===== src/rtl/audio_i2s_pkg.sv =====
// rtl/audio_i2s_pkg.sv - shared constants and types for the I2S receive path
package audio_i2s_pkg;

  localparam logic I2S_LEFT  = 1'b0;
  localparam logic I2S_RIGHT = 1'b1;

  localparam int I2S_WIDTH_DEFAULT  = 24;
  localparam int I2S_WIDTH_ALT      = 16;
  localparam int I2S_MIN_OVERSAMPLE = 4;
  localparam int I2S_MIN_SYNC       = 2;

  typedef enum logic [1:0] {
    ST_UNARMED   = 2'd0,
    ST_NO_LEFT   = 2'd1,
    ST_HAVE_LEFT = 2'd2
  } arm_state_t;

endpackage


===== src/rtl/audio_i2s_receiver_if.sv =====
// rtl/audio_i2s_receiver_if.sv - codec serial lines and parallel sample outputs
interface audio_i2s_receiver_if #(
  parameter int WIDTH = 24
);
  logic             iAUD_BCK;
  logic             iAUD_LRCK;
  logic             iAUD_ADCDAT;
  logic [WIDTH-1:0] oL_SAMPLE;
  logic [WIDTH-1:0] oR_SAMPLE;
  logic             oVALID;
  logic             oSHORT_ERR;

  modport master (
    output iAUD_BCK, iAUD_LRCK, iAUD_ADCDAT,
    input  oL_SAMPLE, oR_SAMPLE, oVALID, oSHORT_ERR
  );

  modport slave (
    input  iAUD_BCK, iAUD_LRCK, iAUD_ADCDAT,
    output oL_SAMPLE, oR_SAMPLE, oVALID, oSHORT_ERR
  );
endinterface


===== src/rtl/i2s_sync_edge.sv =====
// rtl/i2s_sync_edge.sv - multi-flop synchroniser with registered rise detect
module i2s_sync_edge #(
  parameter int STAGES = 2
) (
  input  logic iCLK,
  input  logic iRST,
  input  logic async_in,
  output logic level,
  output logic rise
);
  logic [STAGES-1:0] sync_q;
  logic              last_q;
  logic              rise_q;

  // level is delayed once more so it lines up with the registered rise pulse
  always_ff @(posedge iCLK) begin
    if (iRST) begin
      sync_q <= '0;
      last_q <= 1'b0;
      rise_q <= 1'b0;
    end else begin
      sync_q <= {sync_q[STAGES-2:0], async_in};
      last_q <= sync_q[STAGES-1];
      rise_q <= sync_q[STAGES-1] & ~last_q;
    end
  end

  assign level = last_q;
  assign rise  = rise_q;
endmodule


===== src/rtl/audio_i2s_receiver.sv =====
// rtl/audio_i2s_receiver.sv - oversampled I2S ADC deserialiser, one strobe per L/R pair
module audio_i2s_receiver
  import audio_i2s_pkg::*;
#(
  parameter int WIDTH       = I2S_WIDTH_DEFAULT,
  parameter int SYNC_STAGES = 2
) (
  input logic iCLK,
  input logic iRST,
  audio_i2s_receiver_if.slave aud
);
  localparam int IW = $clog2(WIDTH + 1);
  localparam logic [WIDTH-1:0] TOP_BIT = {1'b1, {(WIDTH-1){1'b0}}};

  logic bck_rise, lrck_s, dat_s;
  logic bck_level_unused, lrck_rise_unused, dat_rise_unused;

  i2s_sync_edge #(.STAGES(SYNC_STAGES)) u_bck (
    .iCLK(iCLK), .iRST(iRST), .async_in(aud.iAUD_BCK),
    .level(bck_level_unused), .rise(bck_rise)
  );
  i2s_sync_edge #(.STAGES(SYNC_STAGES)) u_lrck (
    .iCLK(iCLK), .iRST(iRST), .async_in(aud.iAUD_LRCK),
    .level(lrck_s), .rise(lrck_rise_unused)
  );
  i2s_sync_edge #(.STAGES(SYNC_STAGES)) u_dat (
    .iCLK(iCLK), .iRST(iRST), .async_in(aud.iAUD_ADCDAT),
    .level(dat_s), .rise(dat_rise_unused)
  );

  logic [WIDTH-1:0] sr, word;
  logic [IW-1:0]    idx;
  logic             lrck_prev, boundary, in_range, short_slot;

  always_comb begin
    boundary   = (lrck_s != lrck_prev);
    in_range   = (idx < IW'(WIDTH));
    short_slot = (idx < IW'(WIDTH - 1));
    word       = sr | ({WIDTH{dat_s}} & (TOP_BIT >> idx));
  end

  // Capture stage: every boundary emits a one-cycle slot event to the arming FSM
  logic             ev_q, ev_right_q, ev_short_q;
  logic [WIDTH-1:0] ev_word_q;

  always_ff @(posedge iCLK) begin
    if (iRST) begin
      sr         <= '0;
      idx        <= '0;
      lrck_prev  <= 1'b0;
      ev_q       <= 1'b0;
      ev_right_q <= 1'b0;
      ev_short_q <= 1'b0;
      ev_word_q  <= '0;
    end else begin
      ev_q <= 1'b0;
      if (bck_rise) begin
        lrck_prev <= lrck_s;
        if (boundary) begin
          ev_q       <= 1'b1;
          ev_right_q <= (lrck_prev == I2S_RIGHT);
          ev_short_q <= short_slot;
          ev_word_q  <= word;
          sr         <= '0;
          idx        <= '0;
        end else if (in_range) begin
          sr  <= word;
          idx <= idx + IW'(1);
        end
      end
    end
  end

  arm_state_t state, state_nx;
  logic       take_left, emit, flag_short;

  always_ff @(posedge iCLK) begin
    if (iRST) state <= ST_UNARMED;
    else      state <= state_nx;
  end

  always_comb begin
    state_nx   = state;
    take_left  = 1'b0;
    emit       = 1'b0;
    flag_short = 1'b0;
    if (ev_q) begin
      case (state)
        ST_UNARMED: state_nx = ST_NO_LEFT;
        ST_NO_LEFT: begin
          flag_short = ev_short_q;
          if (!ev_right_q) begin
            take_left = 1'b1;
            state_nx  = ST_HAVE_LEFT;
          end
        end
        ST_HAVE_LEFT: begin
          flag_short = ev_short_q;
          if (!ev_right_q) begin
            take_left = 1'b1;
          end else begin
            emit     = 1'b1;
            state_nx = ST_NO_LEFT;
          end
        end
        default: state_nx = ST_UNARMED;
      endcase
    end
  end

  logic [WIDTH-1:0] left_hold, l_q, r_q;
  logic             valid_q, short_q;

  always_ff @(posedge iCLK) begin
    if (iRST) begin
      left_hold <= '0;
      l_q       <= '0;
      r_q       <= '0;
      valid_q   <= 1'b0;
      short_q   <= 1'b0;
    end else begin
      valid_q <= emit;
      short_q <= flag_short;
      if (take_left) left_hold <= ev_word_q;
      if (emit) begin
        l_q <= left_hold;
        r_q <= ev_word_q;
      end
    end
  end

  assign aud.oL_SAMPLE  = l_q;
  assign aud.oR_SAMPLE  = r_q;
  assign aud.oVALID     = valid_q;
  assign aud.oSHORT_ERR = short_q;
endmodule


===== src/flat_wrapper.sv =====
// flat-port wrapper written by rule: the top's interface ports become plain ports
module audio_i2s_receiver_flat import audio_i2s_pkg::*;
#(
  parameter int WIDTH       = I2S_WIDTH_DEFAULT,
  parameter int SYNC_STAGES = 2
)
  (iCLK, iRST, aud_iAUD_BCK, aud_iAUD_LRCK, aud_iAUD_ADCDAT, aud_oL_SAMPLE, aud_oR_SAMPLE, aud_oVALID, aud_oSHORT_ERR);
  audio_i2s_receiver_if #(.WIDTH(WIDTH)) aud_i ();
  input logic iCLK;
  input logic iRST;
  input wire logic [$bits(aud_i.iAUD_BCK)-1:0] aud_iAUD_BCK;
  input wire logic [$bits(aud_i.iAUD_LRCK)-1:0] aud_iAUD_LRCK;
  input wire logic [$bits(aud_i.iAUD_ADCDAT)-1:0] aud_iAUD_ADCDAT;
  output wire logic [$bits(aud_i.oL_SAMPLE)-1:0] aud_oL_SAMPLE;
  output wire logic [$bits(aud_i.oR_SAMPLE)-1:0] aud_oR_SAMPLE;
  output wire logic [$bits(aud_i.oVALID)-1:0] aud_oVALID;
  output wire logic [$bits(aud_i.oSHORT_ERR)-1:0] aud_oSHORT_ERR;
  assign aud_i.iAUD_BCK = aud_iAUD_BCK;
  assign aud_i.iAUD_LRCK = aud_iAUD_LRCK;
  assign aud_i.iAUD_ADCDAT = aud_iAUD_ADCDAT;
  assign aud_oL_SAMPLE = aud_i.oL_SAMPLE;
  assign aud_oR_SAMPLE = aud_i.oR_SAMPLE;
  assign aud_oVALID = aud_i.oVALID;
  assign aud_oSHORT_ERR = aud_i.oSHORT_ERR;
  audio_i2s_receiver #(.WIDTH(WIDTH), .SYNC_STAGES(SYNC_STAGES)) u_core (.iCLK(iCLK), .iRST(iRST), .aud(aud_i));
endmodule

===== config.mk =====
export PLATFORM = sky130hd
export DESIGN_NAME = audio_i2s_receiver_flat
export DESIGN_NICKNAME = d
export VERILOG_FILES = /design/src/rtl/audio_i2s_pkg.sv /design/src/rtl/audio_i2s_receiver_if.sv /design/src/rtl/i2s_sync_edge.sv /design/src/rtl/audio_i2s_receiver.sv /design/src/flat_wrapper.sv
export SDC_FILE = /design/constraint.sdc
export NUM_CORES = 1
export LEC_CHECK = 0
export BUFFER_PORTS_ARGS = -buffer_cell sky130_fd_sc_hd__buf_2
export CAP_MARGIN = 20
export CELL_PAD_IN_SITES_DETAIL_PLACEMENT = 2
export CELL_PAD_IN_SITES_GLOBAL_PLACEMENT = 2
export CORE_AREA = 2 2 95 165
export CTS_CLUSTER_DIAMETER = 120
export DETAILED_ROUTE_END_ITERATION = 10
export DIE_AREA = 0 0 97 167
export PLACE_DENSITY_LB_ADDON = 0.08
export SLEW_MARGIN = 10
export SYNTH_ARGS = -nofsm -noshare
export SYNTH_HDL_FRONTEND = slang
export SYNTH_SLANG_ARGS = --single-unit

===== constraint.sdc =====
create_clock -name iCLK -period 2.2 [get_ports iCLK]
set_clock_uncertainty 0.2 [all_clocks]
set_input_delay 0.44 -clock iCLK [delete_from_list [all_inputs] [get_ports iCLK]]
set_output_delay 0.44 -clock iCLK [all_outputs]
set_load 0.03 [all_outputs]

==> results of run 1 <==
[cell families (layout without fill, tap and decap cells)]
kind of cell               Yosys count  count (layout)  share of synthesized area, %
adders and majority gates           10              10                          2.38
muxes                                1               1                         0.190
xor gates and xnor gates             3               3                         0.500
buffers and inverters               54             105                          5.05
AOI/OAI and AO/OA                  163             163                          20.2
DFF                                143             143                          54.5
and+or+nand+nor                    208             208                          17.2
[stage by stage]
| stage | hold slack (ns) | instances | util, % | setup slack, ns |
|---|---|---|---|---|
| after global routing | 0.0283 | 816 | 42.5 | 0.222 |
| after floorplan | 0.167 | 582 | - | 0.493 |
| after global placement | 0.175 | 784 | 38.1 | 0.447 |
| after CTS | 0.0170 | 816 | 42.5 | 0.343 |
| after detailed placement | 0.181 | 784 | 38.1 | 0.361 |
| final | 0.0360 | 816 | 42.5 | 0.361 |
[layout make-up]
cell class	count	area, um2
fill	1655	8530
clock inverter	13	214
tap	183	229
multi-input combinational	385	2140
sequential	143	2860
timing repair buffer	64	395
clock buffer	19	433
inverter	9	33.8
[final timing paths]
kind,start,end,slack (ns),cells past startpoint
max,u_core.state[0],u_core.state[0],0.36,5
min,aud_iAUD_ADCDAT,u_core.u_dat.sync_q[0],0.04,2
max reg2reg,u_core.state[0],u_core.state[0],0.36,5
min reg2reg,u_core.u_bck.level,u_core.u_bck.rise,0.19,1
[Yosys cell counts, types with 2 or more instances]
cell       number  share of area, %
buf_1           6              0.43
o32ai_1         2              0.33
nor2_1         27               1.9
o2bb2ai_1       4              0.67
ha_1           10               2.4
dfxtp_1       143                54
and3b_1         3              0.50
buf_12          2              0.76
nor2b_1        14               1.7
clkbuf_1       22               1.6
a22o_1          2              0.33
o2bb2ai_2      20               5.7
buf_2          12               1.1
o21ai_0         3              0.29
and4b_1         3              0.57
buf_4           2              0.29
xnor2_1         2              0.33
a21oi_1       125                12
and3_1          2              0.24
and2_1          4              0.48
inv_1           9              0.64
nand2_1       145                10
[registers in the layout (all words and copies together) (netlist names), 2 cells and up]
| name | cells |
|---|---|
| u_core.aud.oL_SAMPLE | 24 |
| u_core.aud.oR_SAMPLE | 24 |
| u_core.ev_word_q | 24 |
| u_core.left_hold | 24 |
| u_core.sr | 24 |
| u_core.idx | 5 |
| u_core.state | 2 |
| u_core.u_bck.sync_q | 2 |
| u_core.u_dat.sync_q | 2 |
| u_core.u_lrck.sync_q | 2 |
[worst max-delay path, delay by kind of cell, from the launching register on]
family          cells  cell delay (ns)
compound gates      1             0.14
simple gates        2             0.70
fa+ha+maj           1             0.26
flops               1             0.38
buf+inv             1             0.08
[metal layers]
metal / vias up / part of all wire, % / GRT usage [%]
met4: 0 / 1.4 / 5.88
met2: 53 / 54 / 32.4
met3: 15 / 2.4 / 3.44
met5: - / 0 / 0
li1: 2020 / - / -
met1: 1974 / 42 / 20.2
[report_power, final]
part	switching [mW]	internal, mW
Combinational	0.0600	0.0219
Sequential	0.00412	2.60
Clock	1.12	2.02
==> report_table.html, run 1 <==
<table>
<tr><th>Metric</th><th>Value</th></tr>
<tr><th colspan="2">Clock network</th></tr>
<tr><td>Clock-pin slew reported for the worst setup and hold paths after clock tree synthesis</td><td>0.06 ns</td></tr>
<tr><td>Cell chosen for the clock root</td><td>clkbuf_16</td></tr>
<tr><td>Number of buffers on the longest clock path</td><td>2</td></tr>
<tr><td>Count of clock tree sinks</td><td>143</td></tr>
<tr><td>CTS buffer count</td><td>17</td></tr>
<tr><td>Cts-stage hold buffer count</td><td>0</td></tr>
<tr><td>Deepest level of the CTS H-tree</td><td>4</td></tr>
<tr><td>Post-CTS Setup Inserts</td><td>0</td></tr>
<tr><td>CTS tree</td><td>yes</td></tr>
<tr><td>Worst skew pair latency</td><td>0.42 ns</td></tr>
<tr><td>Post-cts gate resize count</td><td>0</td></tr>
<tr><th colspan="2">STA</th></tr>
<tr><td>Final min period</td><td>1.84 ns</td></tr>
<tr><td>Number of slew-limit violations in the final report</td><td>0</td></tr>
<tr><td>Worst slew pin tran</td><td>0.546 ns</td></tr>
<tr><td>Portion of the clock cycle consumed by the worst path in the final layout</td><td>83.6%</td></tr>
<tr><td>FMAX</td><td>544 MHz</td></tr>
<tr><td>Count of endpoints failing setup in the final report</td><td>0</td></tr>
<tr><td>RSZ-0062 raised after global routing</td><td>no</td></tr>
<tr><td>Number of endpoints with negative hold slack in the final report</td><td>0</td></tr>
<tr><td>Final-layout setup total negative slack</td><td>0 ns</td></tr>
<tr><td>Relative slew margins</td><td>63.5%</td></tr>
<tr><th colspan="2">Routing</th></tr>
<tr><td>Detail-routed via count per cell</td><td>4.98</td></tr>
<tr><td>Detailed-router iteration count before antenna repair</td><td>5</td></tr>
<tr><td>Routed wire per std cell</td><td>16.7 um</td></tr>
<tr><td>Initial detailed-routing violation count</td><td>77</td></tr>
<tr><td>Residual DRC count</td><td>0</td></tr>
<tr><td>Aggregate routed wire length</td><td>13600 um</td></tr>
<tr><td>Routed vias</td><td>4062</td></tr>
<tr><td>Final antenna-violating net count</td><td>0</td></tr>
<tr><th colspan="2">Global route</th></tr>
<tr><td>Vias in the first global route</td><td>4457</td></tr>
<tr><td>Wire length of the first global-routing pass</td><td>23000 um</td></tr>
<tr><td>Antenna violations before repair</td><td>0</td></tr>
<tr><td>Maximum number of pins on one net before global-route repair</td><td>84</td></tr>
<tr><td>Overflow left after global routing</td><td>0</td></tr>
<tr><td>Global Route Usage Sum</td><td>17.6%</td></tr>
<tr><th colspan="2">Setup path</th></tr>
<tr><td>Endpoint kind of the worst setup timing path</td><td>flop</td></tr>
<tr><td>CP cell instances</td><td>inv_1 &gt; ha_1 &gt; nor2b_1 &gt; or4_1 &gt; a21oi_1</td></tr>
<tr><td>Maximum fanout along the worst path</td><td>5</td></tr>
<tr><td>Critical path required time</td><td>2.35 ns</td></tr>
<tr><td>Highest-delay cell along the critical path</td><td>or4_1</td></tr>
<tr><td>Critical Path AT</td><td>1.99 ns</td></tr>
<tr><td>Type of the worst setup path</td><td>reg -&gt; reg</td></tr>
<tr><td>Maximum cell stage delay along the critical path</td><td>0.52 ns</td></tr>
<tr><td>Type of origin of the critical path</td><td>flop</td></tr>
<tr><th colspan="2">Floorplan</th></tr>
<tr><td>Total number of placement rows</td><td>59</td></tr>
<tr><td>Width of the chip</td><td>97 um</td></tr>
<tr><td>Floorplan die height</td><td>167 um</td></tr>
<tr><td>Number of I/O pins</td><td>55</td></tr>
<tr><td>Core region area</td><td>0.0148 mm2</td></tr>
<tr><td>Initial core utilization</td><td>35.4%</td></tr>
<tr><td>Die area</td><td>0.0162 mm2</td></tr>
<tr><th colspan="2">Power and ir drop</th></tr>
<tr><td>Total power divided by cell area</td><td>923 mW/mm2</td></tr>
<tr><td>Total power</td><td>5.82 mW</td></tr>
<tr><td>Cell leakage power</td><td>2.34 nW</td></tr>
<tr><td>IR drop worst, VDD</td><td>0.000434 V</td></tr>
<tr><th colspan="2">Synthesis</th></tr>
<tr><td>Seq/Total Area, Yosys</td><td>54.5%</td></tr>
<tr><td>Synthesis Warnings</td><td>0</td></tr>
<tr><td>Cell variety after synth</td><td>42</td></tr>
<tr><td>Number of standard cells after synthesis</td><td>582</td></tr>
<tr><td>Synthesized netlist net count</td><td>597</td></tr>
<tr><td>Post-Synthesis Cell Area</td><td>0.00526 mm2</td></tr>
<tr><td>Synth Register Bits</td><td>143</td></tr>
<tr><td>Dominant synthesized flop cell</td><td>dfxtp_1</td></tr>
<tr><td>Post-synthesis async set-or-reset flop share</td><td>0%</td></tr>
<tr><td>Post-synthesis area per instance</td><td>9.03 um2</td></tr>
<tr><td>Number of enable-type register cells in the synthesized netlist</td><td>0</td></tr>
<tr><th colspan="2">Layout</th></tr>
<tr><td>Antenna Cells</td><td>0</td></tr>
<tr><td>Fin area</td><td>0.00630 mm2</td></tr>
<tr><td>Commonest non-fill, non-tap cells in the layout</td><td>nand2_1, dfxtp_1, a21oi_1, buf_2, nor2_1</td></tr>
<tr><td>Synth-to-layout area growth</td><td>20.0%</td></tr>
<tr><td>Most common cell after layout, fill and taps aside</td><td>nand2_1</td></tr>
<tr><td>Post-layout net count</td><td>635</td></tr>
<tr><td>Layout cells sized above 1</td><td>18.8%</td></tr>
<tr><th colspan="2">Placement</th></tr>
<tr><td>Routability congestion estimate from global placement</td><td>0.735</td></tr>
<tr><td>Port buffer count</td><td>54</td></tr>
<tr><td>Placed inst area</td><td>0.00566 mm2</td></tr>
<tr><td>DPL Wire Length</td><td>9220 um</td></tr>
<tr><th colspan="2">Min path</th></tr>
<tr><td>Class of the tightest hold or removal check</td><td>in -&gt; reg</td></tr>
<tr><th colspan="2">Flow run</th></tr>
<tr><td>Number of maximum-capacitance violations</td><td>0</td></tr>
<tr><th colspan="2">Status</th></tr>
<tr><td>Result of the run</td><td>completed</td></tr>
</table>
Note: power is estimated with default switching activity, not from simulation.
==> inputs of run 2 (changes only) <==
==> constraint.sdc (replaced) <==
create_clock -name iCLK -period 1.7 [get_ports iCLK]
set_clock_uncertainty 0.2 [all_clocks]
set_input_delay 0.34 -clock iCLK [delete_from_list [all_inputs] [get_ports iCLK]]
set_output_delay 0.34 -clock iCLK [all_outputs]
set_load 0.03 [all_outputs]
==> run 2 against run 1 <==
  * The run now ends with setup timing left
  * Global-route usage decreased by 0.13 points
  * Core utilization increased by 1.7 points
  * Worst setup slack lost 0.36 ns
  * First-iteration DRC count is 44% higher
  * Register-to-register slack got worse by 0.36 ns
  * Hold slack gained 0.087 ns
  * Count of clock-buffer cells in the layout is 1 higher
  * Power up 23%
  * Clock power increased by 17%
  * Critical endpoint is now u_core.left_hold[14]
  * Largest power group unchanged
==> report_table.html, run 2 (same netlist as run 1, synthesis figures left out) <==
<table>
<tr><th>Metric</th><th>Value</th></tr>
<tr><th colspan="2">Placement</th></tr>
<tr><td>Setup slack after placement</td><td>-0.0896 ns (-0.450 ns)</td></tr>
<tr><td>Routability congestion estimate from global placement</td><td>0.746 (+1.5%)</td></tr>
<tr><td>Placed inst area</td><td>0.00577 mm2 (+1.9%)</td></tr>
<tr><td>DPL Wire Length</td><td>9290 um (+0.75%)</td></tr>
<tr><td>Port buffer count</td><td>54 (unchanged)</td></tr>
<tr><th colspan="2">STA</th></tr>
<tr><td>Portion of the clock cycle consumed by the worst path in the final layout</td><td>100% (+17 points)</td></tr>
<tr><td>Relative slew margins</td><td>70.8% (+7.3 points)</td></tr>
<tr><td>Number of endpoints with negative hold slack in the final report</td><td>0 (unchanged)</td></tr>
<tr><td>FMAX</td><td>587 MHz (+8.0%)</td></tr>
<tr><td>Final min period</td><td>1.70 ns (-0.136 ns)</td></tr>
<tr><td>Count of endpoints failing setup in the final report</td><td>1 (+1)</td></tr>
<tr><td>Worst slew pin tran</td><td>0.438 ns (-0.109 ns)</td></tr>
<tr><td>Number of slew-limit violations in the final report</td><td>0 (unchanged)</td></tr>
<tr><td>Slack of the critical path</td><td>-0.00264 ns (-0.364 ns)</td></tr>
<tr><td>RSZ-0062 raised after global routing</td><td>yes</td></tr>
<tr><th colspan="2">Min path</th></tr>
<tr><td>Hold wc startpoint</td><td>iRST</td></tr>
<tr><td>Hold endpoint</td><td>u_core.idx[3]</td></tr>
<tr><td>Class of the tightest hold or removal check</td><td>in -&gt; reg</td></tr>
<tr><td>Hold-critical path depth</td><td>3 (+1)</td></tr>
<tr><th colspan="2">Routing</th></tr>
<tr><td>Detail-routed via count per cell</td><td>5.07 (+1.8%)</td></tr>
<tr><td>Final antenna-violating net count</td><td>0 (unchanged)</td></tr>
<tr><td>Aggregate routed wire length</td><td>14200 um (+4.4%)</td></tr>
<tr><td>Routed vias</td><td>4210 (+3.6%)</td></tr>
<tr><td>Routed wire per std cell</td><td>17.1 um (+2.5%)</td></tr>
<tr><td>Detailed-router iteration count before antenna repair</td><td>4 (-1)</td></tr>
<tr><td>Initial detailed-routing violation count</td><td>111 (+44%)</td></tr>
<tr><td>Residual DRC count</td><td>0 (unchanged)</td></tr>
<tr><th colspan="2">Power and ir drop</th></tr>
<tr><td>IR drop worst, VDD</td><td>0.000679 V (+57%)</td></tr>
<tr><td>Total power divided by cell area</td><td>1090 mW/mm2 (+18%)</td></tr>
<tr><td>Cell leakage power</td><td>2.44 nW (+4.4%)</td></tr>
<tr><th colspan="2">Layout</th></tr>
<tr><td>Fillers</td><td>1624 (-1.9%)</td></tr>
<tr><td>Synth-to-layout area growth</td><td>24.9%</td></tr>
<tr><td>Fin area</td><td>0.00656 mm2 (+4.1%)</td></tr>
<tr><td>Antenna Cells</td><td>0 (unchanged)</td></tr>
<tr><td>Commonest non-fill, non-tap cells in the layout</td><td>nand2_1, dfxtp_1, a21oi_1, buf_2, nor2_1</td></tr>
<tr><td>Most common cell after layout, fill and taps aside</td><td>nand2_1</td></tr>
<tr><td>Post-layout net count</td><td>650 (+2.4%)</td></tr>
<tr><td>Layout cells sized above 1</td><td>24.7% (+5.9 points)</td></tr>
<tr><th colspan="2">Setup path</th></tr>
<tr><td>Critical path required time</td><td>1.84 ns (-0.51 ns)</td></tr>
<tr><td>FF-to-FF path depth</td><td>6 (+1)</td></tr>
<tr><td>Crit Reg-Reg Endpoint</td><td>u_core.left_hold[14]</td></tr>
<tr><td>Type of origin of the critical path</td><td>flop</td></tr>
<tr><td>Type of the worst setup path</td><td>reg -&gt; reg</td></tr>
<tr><td>FF-to-FF Start</td><td>u_core.state[1]</td></tr>
<tr><td>Reg-to-reg slack, setup</td><td>-0.003 ns (-0.36 ns)</td></tr>
<tr><td>Critical Path AT</td><td>1.85 ns (-0.14 ns)</td></tr>
<tr><td>Maximum fanout along the worst path</td><td>6 (+1)</td></tr>
<tr><td>Endpoint kind of the worst setup timing path</td><td>flop</td></tr>
<tr><th colspan="2">Floorplan</th></tr>
<tr><td>Initial core utilization</td><td>35.4% (unchanged)</td></tr>
<tr><td>Number of I/O pins</td><td>55 (unchanged)</td></tr>
<tr><td>Core region area</td><td>0.0148 mm2 (unchanged)</td></tr>
<tr><td>Width of the chip</td><td>97 um (unchanged)</td></tr>
<tr><td>Die area</td><td>0.0162 mm2 (unchanged)</td></tr>
<tr><td>Floorplan die height</td><td>167 um (unchanged)</td></tr>
<tr><td>Total number of placement rows</td><td>59 (unchanged)</td></tr>
<tr><th colspan="2">Status</th></tr>
<tr><td>Failing checks</td><td>setup timing</td></tr>
<tr><td>Result of the run</td><td>finished with violations</td></tr>
<tr><th colspan="2">Global route</th></tr>
<tr><td>Wire length of the first global-routing pass</td><td>23100 um (+0.33%)</td></tr>
<tr><td>Vias in the first global route</td><td>4471 (+0.31%)</td></tr>
<tr><td>Maximum number of pins on one net before global-route repair</td><td>87 (+3.6%)</td></tr>
<tr><td>Overflow left after global routing</td><td>0 (unchanged)</td></tr>
<tr><td>Antenna violations before repair</td><td>0 (unchanged)</td></tr>
<tr><td>Global Route Usage Sum</td><td>17.5% (-0.13 points)</td></tr>
<tr><th colspan="2">Flow run</th></tr>
<tr><td>Number of maximum-capacitance violations</td><td>0 (unchanged)</td></tr>
<tr><th colspan="2">Clock network</th></tr>
<tr><td>Clock-pin slew reported for the worst setup and hold paths after clock tree synthesis</td><td>0.06 ns (about the same)</td></tr>
<tr><td>Cell chosen for the clock root</td><td>clkbuf_16</td></tr>
<tr><td>CTS buffer count</td><td>17 (unchanged)</td></tr>
<tr><td>CTS tree</td><td>yes</td></tr>
<tr><td>Worst skew pair latency</td><td>0.42 ns (about the same)</td></tr>
<tr><td>Number of buffers on the longest clock path</td><td>2 (unchanged)</td></tr>
<tr><td>Count of clock tree sinks</td><td>143 (unchanged)</td></tr>
<tr><td>Deepest level of the CTS H-tree</td><td>4 (unchanged)</td></tr>
</table>
## run 2: cell count changes in the layout (fill, tap and decap cells not counted), sizes merged
cell,before,now
clkinv,6,1
buf,64,74
clkinvlp,2,3
dlygate4sd3,0,3
inv,9,16
clkbuf,19,22
bufinv,5,1
## run 2: what timing repair did
| item | CTS | global route |
|---|---|---|
| hold endpoints to repair | 3 | 0 |
| pin swaps | 2 | 7 |
| cloned | 0 | 3 |
| endpoints found under the setup margin | 7 | 29 |
| resized for setup | 4 | 27 |
| setup buffers | 0 | 1 |
| hold buffers | 3 | 0 |
## run 2: layout make-up
class	count	area (um2)	share of cell area, %
clock buffer	20	467	7.11
clock inverter	12	123	1.87
inverter	9	36.3	0.553
multi-input combinational	385	2230	34.1
sequential	143	2870	43.7
tap	183	229	3.49
timing repair buffer	79	604	9.21
## run 2: worst max-delay path by stage
stage                    startpoint                    to  slack [ns]  cells after the start
global route        u_core.state[1]  u_core.left_hold[16]       -0.06                      6
CTS                 u_core.state[0]       u_core.state[0]       0.003                      5
detailed placement  u_core.state[0]       u_core.state[0]       -0.09                      5
finish              u_core.state[1]  u_core.left_hold[14]      -0.003                      6
floorplan           u_core.state[0]       u_core.state[0]        0.03                      5
global placement    u_core.state[0]       u_core.state[0]        0.03                      5
## run 2: through the flow
stage          power, mW  utilization, %  TNS (ns)  hold slack (ns)  cells
6_report            7.17            44.2  -0.00264            0.123    831
5_1_grt             7.44            44.2    -0.865            0.144    831
4_1_cts             7.28            43.1         0            0.118    827
3_5_place_dp        3.57            38.9   -0.0938            0.179    792
3_3_place_gp        3.56            38.9         0            0.180    792
2_1_floorplan       3.52               -         0            0.167    582
## run 2: worst max-delay path: stages (launching register included)
cell and delay [ns]:
dfxtp_4 0.39, inv_4 0.05, ha_4 0.26, and3b_2 0.32, clkbuf_16 0.20, nand2_1 0.07
a21oi_2 0.12
## run 2: layer usage
layer / track usage [%] / vias to the layer above / wire length [um]
li1: - / 2055 / -
met1: 20.3 / 2097 / 5850
met2: 32.0 / 47 / 7870
met3: 3.48 / 11 / 326
met4: 5.33 / 0 / 140
met5: 0 / - / 0
## run 2: power breakdown
part	switching, mW	internal, mW
Combinational	0.0856	0.0453
Sequential	0.00541	3.36
Clock	1.51	2.17
Total	1.60	5.57
==> inputs of run 3 (changes only) <==
--- a/config.mk
+++ b/config.mk
@@ -9,12 +9,14 @@
 export CAP_MARGIN = 20
 export CELL_PAD_IN_SITES_DETAIL_PLACEMENT = 2
 export CELL_PAD_IN_SITES_GLOBAL_PLACEMENT = 2
-export CORE_AREA = 2 2 95 165
+export CORE_AREA = 2 2 96 167
 export CTS_CLUSTER_DIAMETER = 120
 export DETAILED_ROUTE_END_ITERATION = 10
-export DIE_AREA = 0 0 97 167
+export DIE_AREA = 0 0 98 169
 export PLACE_DENSITY_LB_ADDON = 0.08
+export RECOVER_POWER = 100
 export SLEW_MARGIN = 10
 export SYNTH_ARGS = -nofsm -noshare
 export SYNTH_HDL_FRONTEND = slang
+export SYNTH_HIERARCHICAL = 1
 export SYNTH_SLANG_ARGS = --single-unit
==> constraint.sdc (replaced) <==
create_clock -name iCLK -period 1.6 [get_ports iCLK]
set_clock_uncertainty 0.2 [all_clocks]
set_input_delay 0.32 -clock iCLK [delete_from_list [all_inputs] [get_ports iCLK]]
set_output_delay 0.32 -clock iCLK [all_outputs]
set_load 0.03 [all_outputs]
==> run 3 against run 2 <==
  * Cell count rose by 3.7%
  * Global-route usage up 1.3 points
  * Area after synthesis rose by 0.55%
  * Largest power group unchanged
  * Critical path depth unchanged
  * Worst setup slack got worse by 0.064 ns
  * Flip-flop and latch count stayed put
  * The flow still finishes with violations (setup timing)
==> report_table.html, run 3 <==
<table>
<tr><th>Metric</th><th>Value</th></tr>
<tr><th colspan="2">Status</th></tr>
<tr><td>Result of the run</td><td>finished with violations</td></tr>
<tr><td>Failing checks</td><td>setup timing</td></tr>
<tr><th colspan="2">STA</th></tr>
<tr><td>FMAX</td><td>600 MHz (+2.1%)</td></tr>
<tr><td>Portion of the clock cycle consumed by the worst path in the final layout</td><td>104% (+4.0 points)</td></tr>
<tr><td>Number of slew-limit violations in the final report</td><td>0 (unchanged)</td></tr>
<tr><td>RSZ-0062 raised after global routing</td><td>yes</td></tr>
<tr><td>Slack of the critical path</td><td>-0.0670 ns (-0.0644 ns)</td></tr>
<tr><td>Relative slew margins</td><td>70.5% (-0.35 points)</td></tr>
<tr><td>Number of endpoints with negative hold slack in the final report</td><td>0 (unchanged)</td></tr>
<tr><td>Worst slew pin tran</td><td>0.441 ns (+0.00321 ns)</td></tr>
<tr><td>Count of endpoints failing setup in the final report</td><td>33 (+32)</td></tr>
<tr><td>Final min period</td><td>1.67 ns (-0.0356 ns)</td></tr>
<tr><th colspan="2">Layout</th></tr>
<tr><td>Post-layout net count</td><td>678 (+4.3%)</td></tr>
<tr><td>Layout cells sized above 1</td><td>31.5% (+6.8 points)</td></tr>
<tr><td>Final cell utilization of the core</td><td>45.7% (+1.5 points)</td></tr>
<tr><td>Antenna Cells</td><td>0 (unchanged)</td></tr>
<tr><td>Most common cell after layout, fill and taps aside</td><td>nand2_1</td></tr>
<tr><td>Fillers</td><td>1659 (+2.2%)</td></tr>
<tr><td>Commonest non-fill, non-tap cells in the layout</td><td>nand2_1, dfxtp_1, a21oi_1, buf_2, a21oi_2</td></tr>
<tr><td>Synth-to-layout area growth</td><td>31.8%</td></tr>
<tr><th colspan="2">Setup path</th></tr>
<tr><td>Endpoint kind of the worst setup timing path</td><td>flop</td></tr>
<tr><td>Maximum fanout along the worst path</td><td>12 (+6)</td></tr>
<tr><td>Critical path required time</td><td>1.74 ns (-0.10 ns)</td></tr>
<tr><td>Critical Path AT</td><td>1.81 ns (-0.04 ns)</td></tr>
<tr><td>Reg-to-reg slack, setup</td><td>-0.07 ns (-0.06 ns)</td></tr>
<tr><td>Type of origin of the critical path</td><td>flop</td></tr>
<tr><td>Type of the worst setup path</td><td>reg -&gt; reg</td></tr>
<tr><th colspan="2">Global route</th></tr>
<tr><td>Overflow left after global routing</td><td>0 (unchanged)</td></tr>
<tr><td>Vias in the first global route</td><td>4620 (+3.3%)</td></tr>
<tr><td>Global Route Usage Sum</td><td>18.8% (+1.3 points)</td></tr>
<tr><td>Wire length of the first global-routing pass</td><td>24900 um (+7.5%)</td></tr>
<tr><td>Antenna violations before repair</td><td>0 (unchanged)</td></tr>
<tr><td>Maximum number of pins on one net before global-route repair</td><td>50 (-43%)</td></tr>
<tr><th colspan="2">Placement</th></tr>
<tr><td>Routability congestion estimate from global placement</td><td>0.781 (+4.7%)</td></tr>
<tr><td>Port buffer count</td><td>54 (unchanged)</td></tr>
<tr><td>DPL Wire Length</td><td>10100 um (+9.1%)</td></tr>
<tr><td>Setup slack after placement</td><td>-0.126 ns (-0.0363 ns)</td></tr>
<tr><th colspan="2">Clock network</th></tr>
<tr><td>Cell chosen for the clock root</td><td>clkbuf_16</td></tr>
<tr><td>Deepest level of the CTS H-tree</td><td>4 (unchanged)</td></tr>
<tr><td>Clock-pin slew reported for the worst setup and hold paths after clock tree synthesis</td><td>0.07 ns (about the same)</td></tr>
<tr><td>CTS buffer count</td><td>17 (unchanged)</td></tr>
<tr><td>Number of buffers on the longest clock path</td><td>2 (unchanged)</td></tr>
<tr><td>Worst skew pair latency</td><td>0.42 ns (about the same)</td></tr>
<tr><td>CTS tree</td><td>yes</td></tr>
<tr><td>Count of clock tree sinks</td><td>143 (unchanged)</td></tr>
<tr><th colspan="2">Power and ir drop</th></tr>
<tr><td>Total power</td><td>7.81 mW (+8.9%)</td></tr>
<tr><td>IR drop worst, VDD</td><td>0.000694 V (+2.3%)</td></tr>
<tr><td>Total power divided by cell area</td><td>1120 mW/mm2 (+2.6%)</td></tr>
<tr><td>Cell leakage power</td><td>2.54 nW (+3.9%)</td></tr>
<tr><th colspan="2">Routing</th></tr>
<tr><td>Initial detailed-routing violation count</td><td>162 (+46%)</td></tr>
<tr><td>Aggregate routed wire length</td><td>16300 um (+15%)</td></tr>
<tr><td>Routed wire per std cell</td><td>18.9 um (+11%)</td></tr>
<tr><td>Residual DRC count</td><td>0 (unchanged)</td></tr>
<tr><td>Detailed-router iteration count before antenna repair</td><td>4 (unchanged)</td></tr>
<tr><td>Detail-routed via count per cell</td><td>5.16 (+1.9%)</td></tr>
<tr><td>Final antenna-violating net count</td><td>0 (unchanged)</td></tr>
<tr><td>Routed vias</td><td>4452 (+5.7%)</td></tr>
<tr><th colspan="2">Floorplan</th></tr>
<tr><td>Initial core utilization</td><td>34.7% (-0.74 points)</td></tr>
<tr><td>Number of I/O pins</td><td>55 (unchanged)</td></tr>
<tr><td>Total number of placement rows</td><td>60 (+1.7%)</td></tr>
<tr><td>Width of the chip</td><td>98 um (+1.0%)</td></tr>
<tr><td>Floorplan die height</td><td>169 um (+1.2%)</td></tr>
<tr><td>Die area</td><td>0.0166 mm2 (+2.2%)</td></tr>
<tr><td>Core region area</td><td>0.0152 mm2 (+2.7%)</td></tr>
<tr><th colspan="2">Synthesis</th></tr>
<tr><td>Post-synthesis area per instance</td><td>8.99 um2 (-0.48%)</td></tr>
<tr><td>Synthesized netlist net count</td><td>603 (+1.0%)</td></tr>
<tr><td>Number of standard cells after synthesis</td><td>588 (+1.0%)</td></tr>
<tr><td>Post-Synthesis Cell Area</td><td>0.00528 mm2 (+0.55%)</td></tr>
<tr><td>Synthesis Warnings</td><td>6 (+6)</td></tr>
<tr><th colspan="2">Min path</th></tr>
<tr><td>Class of the tightest hold or removal check</td><td>in -&gt; reg</td></tr>
<tr><th colspan="2">Flow run</th></tr>
<tr><td>Number of maximum-capacitance violations</td><td>0 (unchanged)</td></tr>
</table>
-- run 3: worst paths after layout --
path,startpoint,endpoint,depth (start not counted)
setup / recovery,u_core/state[1],u_core/left_hold[13],6
hold reg to reg,u_core/u_bck/level,u_core/u_bck/rise,1
hold / removal,iRST,u_core/lrck_prev,3
setup reg to reg,u_core/state[1],u_core/left_hold[13],6
-- run 3: through the flow --
stage / hold WS, ns / instances / TNS, ns / cell area [um2]
2_1_floorplan: 0.187 / 588 / -0.397 / 5300
3_3_place_gp: 0.196 / 820 / -0.00110 / 5970
5_1_grt: 0.0674 / 862 / -3.19 / 6960
4_1_cts: 0.0390 / 855 / -0.722 / 6650
3_5_place_dp: 0.199 / 820 / -1.43 / 5970
6_report: 0.0543 / 862 / -0.835 / 6960
-- run 3: final cells by class --
class / count / area (um2) / area share, %
multi-input combinational: 394 / 2410 / 34.6
timing repair buffer: 99 / 808 / 11.6
clock buffer: 18 / 439 / 6.31
sequential: 143 / 2880 / 41.3
clock inverter: 14 / 168 / 2.41
inverter: 8 / 32.5 / 0.467
tap: 186 / 233 / 3.34
-- run 3: layer usage --
metal | global-route usage, % | wire length, um | share of wire [%]
met3 | 2.85 | 314 | 1.9
met2 | 35.9 | 9360 | 57
met5 | 0 | 0 | 0
met1 | 20.9 | 6390 | 39
met4 | 6.16 | 221 | 1.4
-- run 3: timing repair --
item	4_1_cts	5_1_grt
cloned	0	5
hold buffers	3	0
endpoints found under the hold margin	3	0
pin swaps	2	4
setup buffers	0	2
gates resized for setup	14	54
endpoints found under the setup margin	44	108
-- run 3: worst max-delay path, stage by stage (launching register included) --
cell     delay, ns
dfxtp_4       0.38
inv_2         0.06
ha_4          0.27
and3b_2       0.27
buf_12        0.17
nand2_1       0.10
a21oi_2       0.13
-- run 3: power by group --
part,switching [mW],leakage [nW],internal (mW)
combinational,0.104,1.09,0.0587
clock,1.68,0.293,2.40
sequential,0.00560,1.16,3.57
total,1.78,2.54,6.02
